### src/rtl/mem_byte_bridge.sv
// rtl/mem_byte_bridge.sv - word-bus to byte-wide slave bridge with region decode and read reassembly.
// Optional per-byte timeout when MEM_BYTE_BRIDGE_TIMEOUT_EN is defined.
module mem_byte_bridge #(
  parameter int N_SLAVES = 4,
  parameter int BUS_BYTES = 4,
  parameter logic [32*N_SLAVES-1:0] SLV_BASE = {N_SLAVES{32'h0}},
  parameter logic [32*N_SLAVES-1:0] SLV_MASK = {N_SLAVES{32'h0}},
  parameter int TIMEOUT_CYC = 255
) (
  input  logic                   i_clk,
  input  logic                   i_rst_n,
  input  logic [8*BUS_BYTES-1:0] i_bus_data,
  input  logic [31:0]            i_bus_address,
  input  logic                   i_bus_DV,
  input  logic [2:0]             i_bhw,
  input  logic                   i_write_notread,
  output logic [8*BUS_BYTES-1:0] o_bus_data,
  output logic                   o_bus_DV,
  output logic                   o_bus_err,
  output logic                   o_busy,
  output logic [N_SLAVES-1:0]    o_slv_req,
  output logic [31:0]            o_slv_addr,
  output logic [7:0]             o_slv_data,
  output logic                   o_slv_write,
  input  logic [8*N_SLAVES-1:0]  i_slv_data,
  input  logic [N_SLAVES-1:0]    i_slv_done
);

  localparam int IDXW = $clog2(BUS_BYTES) + 1;
  localparam int BW   = (BUS_BYTES > 1) ? $clog2(BUS_BYTES) : 1;
  localparam int SELW = (N_SLAVES > 1) ? $clog2(N_SLAVES) : 1;

  typedef enum logic [1:0] {IDLE, ISSUE, WAIT, RESP} state_t;

  state_t                 state, state_nxt;
  logic [31:0]            addr_q;
  logic [8*BUS_BYTES-1:0] data_q, asm_q;
  logic [IDXW-1:0]        idx_q, cnt_q;
  logic [SELW-1:0]        sel_q, hit_idx;
  logic                   write_q, err_q;
  logic                   hit, bad_size, done_sel, last_byte, timeout;
  logic [BW-1:0]          bidx;

  assign bidx      = idx_q[BW-1:0];
  assign done_sel  = i_slv_done[sel_q];
  assign last_byte = (idx_q + IDXW'(1)) == cnt_q;
  assign bad_size  = (i_bhw == 3'd0) || (32'(i_bhw) > 32'(BUS_BYTES));

  // Descending scan so the lowest-index matching region wins.
  always_comb begin
    hit     = 1'b0;
    hit_idx = '0;
    for (int k = N_SLAVES - 1; k >= 0; k--) begin
      if ((i_bus_address & SLV_MASK[32*k +: 32]) == SLV_BASE[32*k +: 32]) begin
        hit     = 1'b1;
        hit_idx = SELW'(k);
      end
    end
  end

`ifdef MEM_BYTE_BRIDGE_TIMEOUT_EN
  localparam int TW = $clog2(TIMEOUT_CYC + 1);
  logic [TW-1:0] tcnt_q;

  // Fires on the TIMEOUT_CYC-th WAIT cycle; a done in that same cycle still wins.
  assign timeout = !done_sel && (tcnt_q == TW'(TIMEOUT_CYC - 1));

  always_ff @(posedge i_clk) begin
    if (!i_rst_n)            tcnt_q <= '0;
    else if (state == ISSUE) tcnt_q <= '0;
    else if (state == WAIT)  tcnt_q <= tcnt_q + 1'b1;
  end
`else
  logic unused_timeout_cfg;
  assign unused_timeout_cfg = (TIMEOUT_CYC != 0);
  assign timeout = 1'b0;
`endif

  always_ff @(posedge i_clk) begin
    if (!i_rst_n) state <= IDLE;
    else          state <= state_nxt;
  end

  always_comb begin
    state_nxt   = state;
    o_bus_DV    = 1'b0;
    o_bus_err   = 1'b0;
    o_bus_data  = '0;
    o_busy      = (state != IDLE);
    o_slv_req   = '0;
    o_slv_addr  = addr_q + 32'(idx_q);
    o_slv_data  = data_q[{bidx, 3'b000} +: 8];
    o_slv_write = write_q;
    case (state)
      IDLE:  if (i_bus_DV) state_nxt = (hit && !bad_size) ? ISSUE : RESP;
      ISSUE: begin
        o_slv_req = N_SLAVES'(1) << sel_q;
        state_nxt = WAIT;
      end
      WAIT: begin
        if (done_sel)     state_nxt = last_byte ? RESP : ISSUE;
        else if (timeout) state_nxt = RESP;
      end
      RESP: begin
        o_bus_DV   = 1'b1;
        o_bus_err  = err_q;
        o_bus_data = (write_q || err_q) ? '0 : asm_q;
        state_nxt  = IDLE;
      end
      default: state_nxt = IDLE;
    endcase
  end

  always_ff @(posedge i_clk) begin
    if (!i_rst_n) begin
      addr_q  <= '0;
      data_q  <= '0;
      asm_q   <= '0;
      idx_q   <= '0;
      cnt_q   <= '0;
      sel_q   <= '0;
      write_q <= 1'b0;
      err_q   <= 1'b0;
    end else begin
      case (state)
        IDLE: if (i_bus_DV) begin
          addr_q  <= i_bus_address;
          data_q  <= i_bus_data;
          cnt_q   <= IDXW'(i_bhw);
          write_q <= i_write_notread;
          asm_q   <= '0;
          idx_q   <= '0;
          sel_q   <= hit_idx;
          err_q   <= !hit || bad_size;
        end
        WAIT: begin
          if (done_sel) begin
            if (!write_q) asm_q[{bidx, 3'b000} +: 8] <= i_slv_data[{sel_q, 3'b000} +: 8];
            idx_q <= idx_q + 1'b1;
          end
`ifdef MEM_BYTE_BRIDGE_TIMEOUT_EN
          else if (timeout) begin
            err_q <= 1'b1;
            asm_q <= '0;
          end
`endif
        end
        default: ;
      endcase
    end
  end

endmodule

### config.mk
export PLATFORM = sky130hd
export DESIGN_NAME = mem_byte_bridge
export DESIGN_NICKNAME = d
export VERILOG_FILES = /design/src/rtl/mem_byte_bridge.sv
export SDC_FILE = /design/constraint.sdc
export NUM_CORES = 1
export LEC_CHECK = 0
export ABC_CLOCK_PERIOD_IN_PS = 2300
export CAP_MARGIN = 20
export CORE_ASPECT_RATIO = 1.75
export CORE_MARGIN = 2
export CORE_UTILIZATION = 42
export DETAILED_ROUTE_END_ITERATION = 6
export PLACE_DENSITY = 0.78
export SLEW_MARGIN = 30
export SYNTH_ARGS = -nofsm -noshare
export SYNTH_HDL_FRONTEND = slang
export SYNTH_SLANG_ARGS = --single-unit
export TNS_END_PERCENT = 30
### constraint.sdc
create_clock -name i_clk -period 2.3 [get_ports i_clk]
set_input_delay 0.46 -clock i_clk [delete_from_list [all_inputs] [get_ports i_clk]]
set_output_delay 0.46 -clock i_clk [all_outputs]
set_load 0.02 [all_outputs]
Word-level counts from Yosys, hierarchy flattened --
Index checks and enable logic that the tools add are counted.
Storage, ports and cells: flip-flop bits (word level) 106, input bits 107, logic and storage cells 50
Cells by class: add/sub/neg operators 3, order comparisons 1, equality and inequality tests 7, shift-type cells 3, multiplexer cells 18, reduce and logical (&&, ||, !) cells 10
Operators by type and width (number):
- two-way mux 32 bit | 5
- one-hot mux 32 bit (2 select lines) | 1
- adder 32 x 3 -> 32 bit | 1
- bitwise mux 32 bit | 1
- variable shift 8 x 7 -> 32 bit, first input constant | 1
- variable part select 32 x 6 -> 8 bit | 1
- variable part select 8 x 7 -> 32 bit | 1
- two-way mux 2 bit | 4
- one-hot mux 2 bit (4 select lines) | 1
- negation 5 -> 7 bit | 1
- two-way mux 3 bit | 2
- inequality test 2 bit, second input constant | 3
- one-hot mux 3 bit (2 select lines) | 1
- == test 2 bit, second input constant | 2
- AND reduction 2 bit | 2
- AND reduction 4 bit | 1
- nonzero test 2 bit | 2
- adder 3 x 1 -> 3 bit, second input constant | 1
- == test 3 bit | 1
- greater-than comparator 3 bit, second input constant | 1
- logical NOT 3 bit | 1
- two-way mux 1 bit | 3
- AND reduction 3 bit | 1
- == test 2 x 1 -> 1 bit, second input constant | 1
- 2 further kinds | 3

Longest topological paths before layout --
Gate-level depths: netlist of the first run.
word-level depth 6, depth in mapped cells 8, depth with buffers taken out 6

Worst setup path before layout of the first run --
OpenSTA, ideal clock, no wires.
path kind register to output, from register idx_q[0], to output o_slv_addr[22], arrival time 1885 ps, slack -45 ps, stages on the path, launching flop included 8, path through dfxtp_1 ha_1 fa_1 a21o_1 clkbuf_1 and2_1 nand4_1 xnor2_1
On the way: longest elaborated chain between the ends 1
RTL lines:
- start, declared | RTL line 38 | logic [IDXW-1:0] idx_q, cnt_q;
- start signal, assigned | RTL line 139 | idx_q <= idx_q + 1'b1;
- adder 32 x 3 -> 32 bit | RTL line 91 | o_slv_addr = addr_q + 32'(idx_q);
- end, declared | RTL line 22 | output logic [31:0] o_slv_addr,
No other way between the ends.

Worst setup path in the final report of the first run --
Same ends and word-level chain as after synthesis.

==> flow_metrics.env, run 1 <==
export IMPL_run_status="complete, but fails checks"
export IMPL_violations="setup timing"
export IMPL_synth_area_um2=5460
export IMPL_dp_cells=994
export IMPL_final_cell_area_um2=7930
export IMPL_routed_via_density=5.21
export IMPL_clkTransAtPathRegs_ns=0.07
export IMPL_first_global_vias=5378
export IMPL_start_util_pct=42.6
export IMPL_remaining_drc_errors=0
export IMPL_grt_max_degree=71
export IMPL_drt_pass1_iter_count=4
export IMPL_crit_path_end_kind="output pin"
export IMPL_final_setup_viol_count=29
export IMPL_dp_hpwl_mm=11.5
export IMPL_placed_area_um2=7480
export IMPL_layout_min_cycle_time_ns=2.50
export IMPL_ys_seq_area_share_pct=38.9
export IMPL_grt_antenna_before_repair=0
export IMPL_cts_root_buf="clkbuf_16"
export IMPL_worst_clock_skew_ns=0.00768
export IMPL_grt_pass1_wl_mm=25.1
export IMPL_fmax_mhz=399
export IMPL_cts_buffer_depth=2
export IMPL_slew_headroom_pct=63.6
export IMPL_crit_path_max_fanout=5
export IMPL_drive_above_1_share_pct=20.6
export IMPL_final_antenna_net_count=0
export IMPL_cp_required_ns=1.84
export IMPL_syn_avg_cell_area_um2=8.30
export IMPL_track_usage_pct=22.0
export IMPL_crit_chain="ha_4 -> fa_2 -> a21o_4 -> and2_4 -> nand4_1 -> xnor2_2 -> buf_4"
export IMPL_cts_made_buffers=9
export IMPL_hold_buffers=0
export IMPL_setup_slack_ns=-0.204
export IMPL_fin_crit_sh_pct=109
export IMPL_die_area_um2=14000
export IMPL_cts_sinks=106
export IMPL_diodes=0
export IMPL_critPathKind="flip-flop to output pin"
export IMPL_drv_cap=0
export IMPL_clock_latency_ns=0.34
export IMPL_peakVddDrop_uv=354
export IMPL_portBuffers=156
export IMPL_instances_no_fill=1014
export IMPL_cts_tree="yes"
export IMPL_synth_cell_types=45
export IMPL_die_x_um=90.2
export IMPL_final_nets=955
export IMPL_pwr_density_cell_nw_per_um2=574
export IMPL_cts_htree_levels=3
export IMPL_cp_num_buf_inv=1
export IMPL_avgRoutedWirePerCell_um=15.7
export IMPL_core_area_um2=12800
export IMPL_yosys_warnings=0
export IMPL_syn_to_final_growth_pct=45.4
export IMPL_synth_seq_cells=106
export IMPL_die_height_um=155
export IMPL_rsz0062_at_grt="true"
export IMPL_cp_top_family="adder cells"
export IMPL_drv_slew=0
export IMPL_routed_wl_mm=15.9
export IMPL_grt_ovfl_total=0
export IMPL_cp_slowest_cell="fa_2"
export IMPL_p_leak_uw=0.00326
export IMPL_dpl_worst_slack_ns=-0.427
export IMPL_globalplace_congestion=0.917
export IMPL_synthCells=657
export IMPL_min_path_type="flip-flop to flip-flop"
export IMPL_std_cell_rows=55
export IMPL_tightest_slew_ns=0.546
export IMPL_vias=5279
export IMPL_critPathLaunchType="flip-flop"
export IMPL_slowest_delay_ns=0.38
export IMPL_cp_arrival_ns=2.04
export IMPL_hold_viol=0
export IMPL_ioPinCount=187
export IMPL_first_iter_violations=222
[kinds of logic after synthesis]
group           synth area share (%)
compound gates                  17.0
xor+xnor                        5.62
fa+ha+maj                       2.43
buf+inv                         4.40
flops                           38.9
mux                             3.49
other cells                   0.0687
simple gates                    28.1
[timing repair]
| action | in CTS | in global routing |
|---|---|---|
| buffers inserted | 1 | 2 |
| pin swaps | 15 | 22 |
| resized for setup | 226 | 57 |
| endpoints found under the setup margin | 71 | 78 |
| cloned | 0 | 1 |
[worst reg2reg max path: cells and delay by family (launching register included)]
| family | cells | cell delay, ns |
|---|---|---|
| DFF | 1 | 0.36 |
| AOI/OAI and AO/OA | 1 | 0.22 |
| adders and majority gates | 1 | 0.33 |
| and+or+nand+nor | 3 | 0.79 |
| buffers and inverters | 2 | 0.35 |
[power by group]
part           internal (uW)  switching [uW]  leakage [uW]  total, uW
clock                    890             714      0.000153       1600
combinational            437             503       0.00224        940
sequential              1940            67.8      0.000869       2010
[per-stage QoR]
step / hold slack, ns / util (%) / setup TNS (ns) / power [uW]
final: 0.456 / 62.0 / -3.14 / 4550
after global routing: 0.480 / 62.0 / -5.87 / 4760
after CTS: 0.460 / 60.8 / -3.19 / 4570
after detailed placement: 0.451 / 58.5 / -8.84 / 2980
after global placement: 0.442 / 58.5 / -7.75 / 2960
after floorplan: 0.426 / - / 0 / 2540
[area by class of cell]
class / count / area [um2]
Fill cell: 1154 / 4870
Multi-Input combinational cell: 500 / 3320
Sequential cell: 106 / 2140
Timing Repair Buffer: 215 / 1920
Clock buffer: 10 / 239
Tap cell: 171 / 214
Clock inverter: 6 / 73.8
Inverter: 6 / 22.5
[synthesized netlist by cell type, drive strengths merged]
| library cell | count | area share, % |
|---|---|---|
| a2111oi | 1 | 0.16 |
| a211oi | 1 | 0.14 |
| a21boi | 101 | 14 |
| a21o | 5 | 0.69 |
| a21oi | 9 | 1.1 |
| a22oi | 2 | 0.28 |
| and2 | 39 | 4.5 |
| and3 | 7 | 0.80 |
| and4 | 5 | 0.83 |
| buf | 21 | 2.2 |
| clkbuf | 26 | 1.8 |
| conb | 1 | 0.069 |
| dfxtp | 106 | 39 |
| fa | 1 | 0.37 |
| ha | 9 | 2.1 |
| inv | 6 | 0.41 |
| mux2i | 1 | 0.18 |
| mux4 | 8 | 3.3 |
| nand2 | 181 | 12 |
| nand2b | 3 | 0.34 |
| nand3 | 41 | 3.8 |
| nand4 | 18 | 2.2 |
| nand4b | 4 | 0.64 |
| nor2 | 7 | 0.48 |
| nor2b | 3 | 0.34 |
| nor3 | 4 | 0.57 |
| nor3b | 2 | 0.28 |
| nor4 | 1 | 0.39 |
| nor4b | 1 | 0.16 |
| nor4bb | 2 | 0.37 |
| o211a | 1 | 0.18 |
| o211ai | 1 | 0.14 |
| o21ai | 2 | 0.18 |
| o21bai | 1 | 0.14 |
| o22ai | 1 | 0.11 |
| xnor2 | 29 | 4.7 |
| xor2 | 6 | 0.96 |
[per-layer routing]
metal / GRT usage [%] / up-vias / wire (um)
li1: - / 2573 / -
met1: 22.0 / 2489 / 5740
met2: 42.5 / 175 / 8740
met3: 4.38 / 42 / 763
met4: 11.1 / 0 / 651
met5: 0 / - / 0
[worst paths after layout]
path         slack [ns]  cells after the start      start        endpoint
max               -0.20                      7   idx_q[0]  o_slv_addr[22]
min                0.46                      2  asm_q[15]       asm_q[15]
max reg2reg        0.16                      7   idx_q[1]       asm_q[21]
min reg2reg        0.46                      2  asm_q[15]       asm_q[15]
[cells in the final DEF, fill, tap and decap left out, types with 3 or more instances in the layout]
master / n
nand2_1: 176
a21boi_0: 100
dfxtp_1: 96
clkdlybuf4s50_1: 83
buf_4: 80
nand3_1: 37
and2_1: 36
dlygate4sd2_1: 31
xnor2_1: 21
nand4_1: 17
clkbuf_16: 10
dfxtp_2: 9
mux4_2: 8
xnor2_2: 8
ha_1: 7
clkbuf_2: 7
inv_1: 6
xor2_1: 6
and3_1: 5
nor2_1: 5
and4_1: 4
nand3_2: 4
nand4b_1: 4
a21o_1: 4
a21oi_2: 4
buf_12: 4
nand2_4: 3
a21oi_1: 3
nor3_2: 3
nor2b_1: 3
nand2b_1: 3
conb_1: 3
buf_2: 3
clkdlybuf4s15_1: 3
[flip-flops by register name, summed over array words and instances (netlist names)]
signal / count
cnt_q: 3
data_q: 32
asm_q: 32
err_q: 1
state: 2
addr_q: 32
idx_q: 3
o_slv_write: 1
Power figures use the tool's default switching activity.
==> run 2, diff against run 1 <==
PLACE_DENSITY = not set   (was 0.78)
PLACE_DENSITY_LB_ADDON = 0.2   (was not set)
==> run 2 against run 1 <==
Effect of this change:
- the run still ends with setup timing left
- first-iteration DRC count decreased by 5.4%
- sequential power hardly changed
- combinational power grew 2.2%
- register-to-register slack improved by 0.06 ns
- via count fell by 1.3%
- critical path depth unchanged
- clock skew grew 0.00052 ns
- non-clock buffer count up 6
- worst hold slack got worse by 0.0033 ns
- critical endpoint unchanged
==> flow_metrics.env, run 2 (synthesis results as in run 1) <==
export IMPL_start_util_pct=42.6
export IMPL_track_usage_pct=22.2
export IMPL_p_sw_share_pct=29.2
export IMPL_drv_cap=0
export IMPL_die_x_um=90.2
export IMPL_vias=5212
export IMPL_cts_buffer_depth=2
export IMPL_final_cell_area_um2=8080
export IMPL_power_uw=4490
export IMPL_avgRoutedWirePerCell_um=15.6
export IMPL_drv_slew=0
export IMPL_dp_hpwl_mm=11.5
export IMPL_setup_slack_ns=-0.223
export IMPL_syn_to_final_growth_pct=48.1
export IMPL_drive_above_1_share_pct=21.3
export IMPL_holdWs_ns=0.453
export IMPL_grt_max_degree=71
export IMPL_final_setup_viol_count=23
export IMPL_crit_path_end_kind="output pin"
export IMPL_violations="setup timing"
export IMPL_core_area_um2=12800
export IMPL_worst_clock_skew_ns=0.00819
export IMPL_grt_ovfl_total=0
export IMPL_min_path_type="flip-flop to flip-flop"
export IMPL_grt_pass1_wl_mm=25.1
export IMPL_peakVddDrop_uv=353
export IMPL_remaining_drc_errors=0
export IMPL_p_sw_uw=1310
export IMPL_fmax_mhz=396
export IMPL_cts_sinks=106
export IMPL_pwr_share_clk_pct=34.0
export IMPL_p_leak_uw=0.00324
export IMPL_std_cell_rows=55
export IMPL_cts_htree_levels=3
export IMPL_fin_crit_sh_pct=110
export IMPL_critPathLaunchType="flip-flop"
export IMPL_cp_required_ns=1.84
export IMPL_first_iter_violations=210
export IMPL_final_nets=961
export IMPL_diodes=0
export IMPL_crit_path_max_fanout=3
export IMPL_final_antenna_net_count=0
export IMPL_cp_arrival_ns=2.06
export IMPL_cts_tree="yes"
export IMPL_clock_latency_ns=0.35
export IMPL_clkTransAtPathRegs_ns=0.07
export IMPL_drt_pass1_iter_count=4
export IMPL_routed_via_density=5.11
export IMPL_top_regs="addr_q: 32 flops, asm_q: 32 flops, data_q: 32 flops"
export IMPL_globalplace_congestion=0.875
export IMPL_seqPwrFrac_pct=44.7
export IMPL_ioPinCount=187
export IMPL_routed_wl_mm=15.9
export IMPL_tns_ns=-2.69
export IMPL_cts_made_buffers=9
export IMPL_hold_viol=0
export IMPL_die_area_um2=14000
export IMPL_portBuffers=156
export IMPL_cts_root_buf="clkbuf_16"
export IMPL_p_int_uw=3180
export IMPL_final_cell_mix="176 x nand2_1, 100 x a21boi_0, 95 x dfxtp_1"
export IMPL_grt_antenna_before_repair=0
export IMPL_critPathKind="flip-flop to output pin"
export IMPL_pwr_density_cell_nw_per_um2=556
export IMPL_hold_buffers=0
export IMPL_run_status="complete, but fails checks"
export IMPL_layout_min_cycle_time_ns=2.52
export IMPL_die_height_um=155
export IMPL_rsz0062_at_grt="true"
export IMPL_first_global_vias=5252
export IMPL_final_common_cell="nand2_1"
export IMPL_placed_area_um2=7500
export IMPL_p_comb_share_pct=21.4
==> run 2: cell type report <==
class                   count  area [um2]
fillers                  1152        4720
multi-input cells         500        3360
flip-flops and latches    106        2140
repair buffers            221        2050
clock buffers              10         239
well taps                 171         214
clock inverters             6        57.6
inverters                   6        22.5
==> run 2: routing by layer <==
metal | GRT usage, % | vias to the layer above | part of all wire, %
met5 | 0 | - | 0
li1 | - | 2582 | -
met4 | 8.42 | 0 | 2.7
met3 | 4.87 | 31 | 4.4
met1 | 22.9 | 2457 | 38
met2 | 43.0 | 142 | 55
==> run 2: path summary, 6_finish.rpt <==
| kind | start | endpoint | slack, ns | depth (start not counted) |
|---|---|---|---|---|
| worst max-delay path | idx_q[0] | o_slv_addr[22] | -0.22 | 7 |
| worst min-delay path | asm_q[31] | asm_q[31] | 0.45 | 2 |
| worst max register to register | idx_q[1] | asm_q[22] | 0.22 | 7 |
| worst min register to register | asm_q[31] | asm_q[31] | 0.45 | 2 |
==> run 2: power groups by stage <==
| stage | sequential (uW) | clock, uW | combinational, uW |
|---|---|---|---|
| floorplan | 2040 | 0 | 497 |
| global placement | 2030 | 0 | 946 |
| detailed placement | 2040 | 0 | 959 |
| CTS | 2000 | 1560 | 941 |
| global route | 2020 | 1640 | 1050 |
| finish | 2010 | 1530 | 961 |
==> run 2: repair_timing <==
| item | CTS | global route |
|---|---|---|
| gates cloned | 0 | 2 |
| hold endpoints to repair | 0 | 0 |
| resized for setup | 232 | 77 |
| pin swaps | 29 | 19 |
| buffers inserted | 4 | 5 |
| setup endpoints to repair | 73 | 81 |
==> run 2: worst max-delay path, cell delays in order (launching register included) <==
cell and delay, ns:
dfxtp_4 0.35, ha_4 0.16, fa_2 0.41, a21o_1 0.21
and2_1 0.17, nand4_1 0.11, xnor2_2 0.13, buf_4 0.16
==> run 2: metrics by stage <==
stage	instances	setup WS (ns)	util (%)
after floorplan	659	0.0428	-
after detailed placement	993	-0.347	58.6
after global routing	1020	-0.271	63.1
final	1020	-0.223	63.1
after global placement	993	-0.345	58.6
after CTS	1013	-0.214	61.2
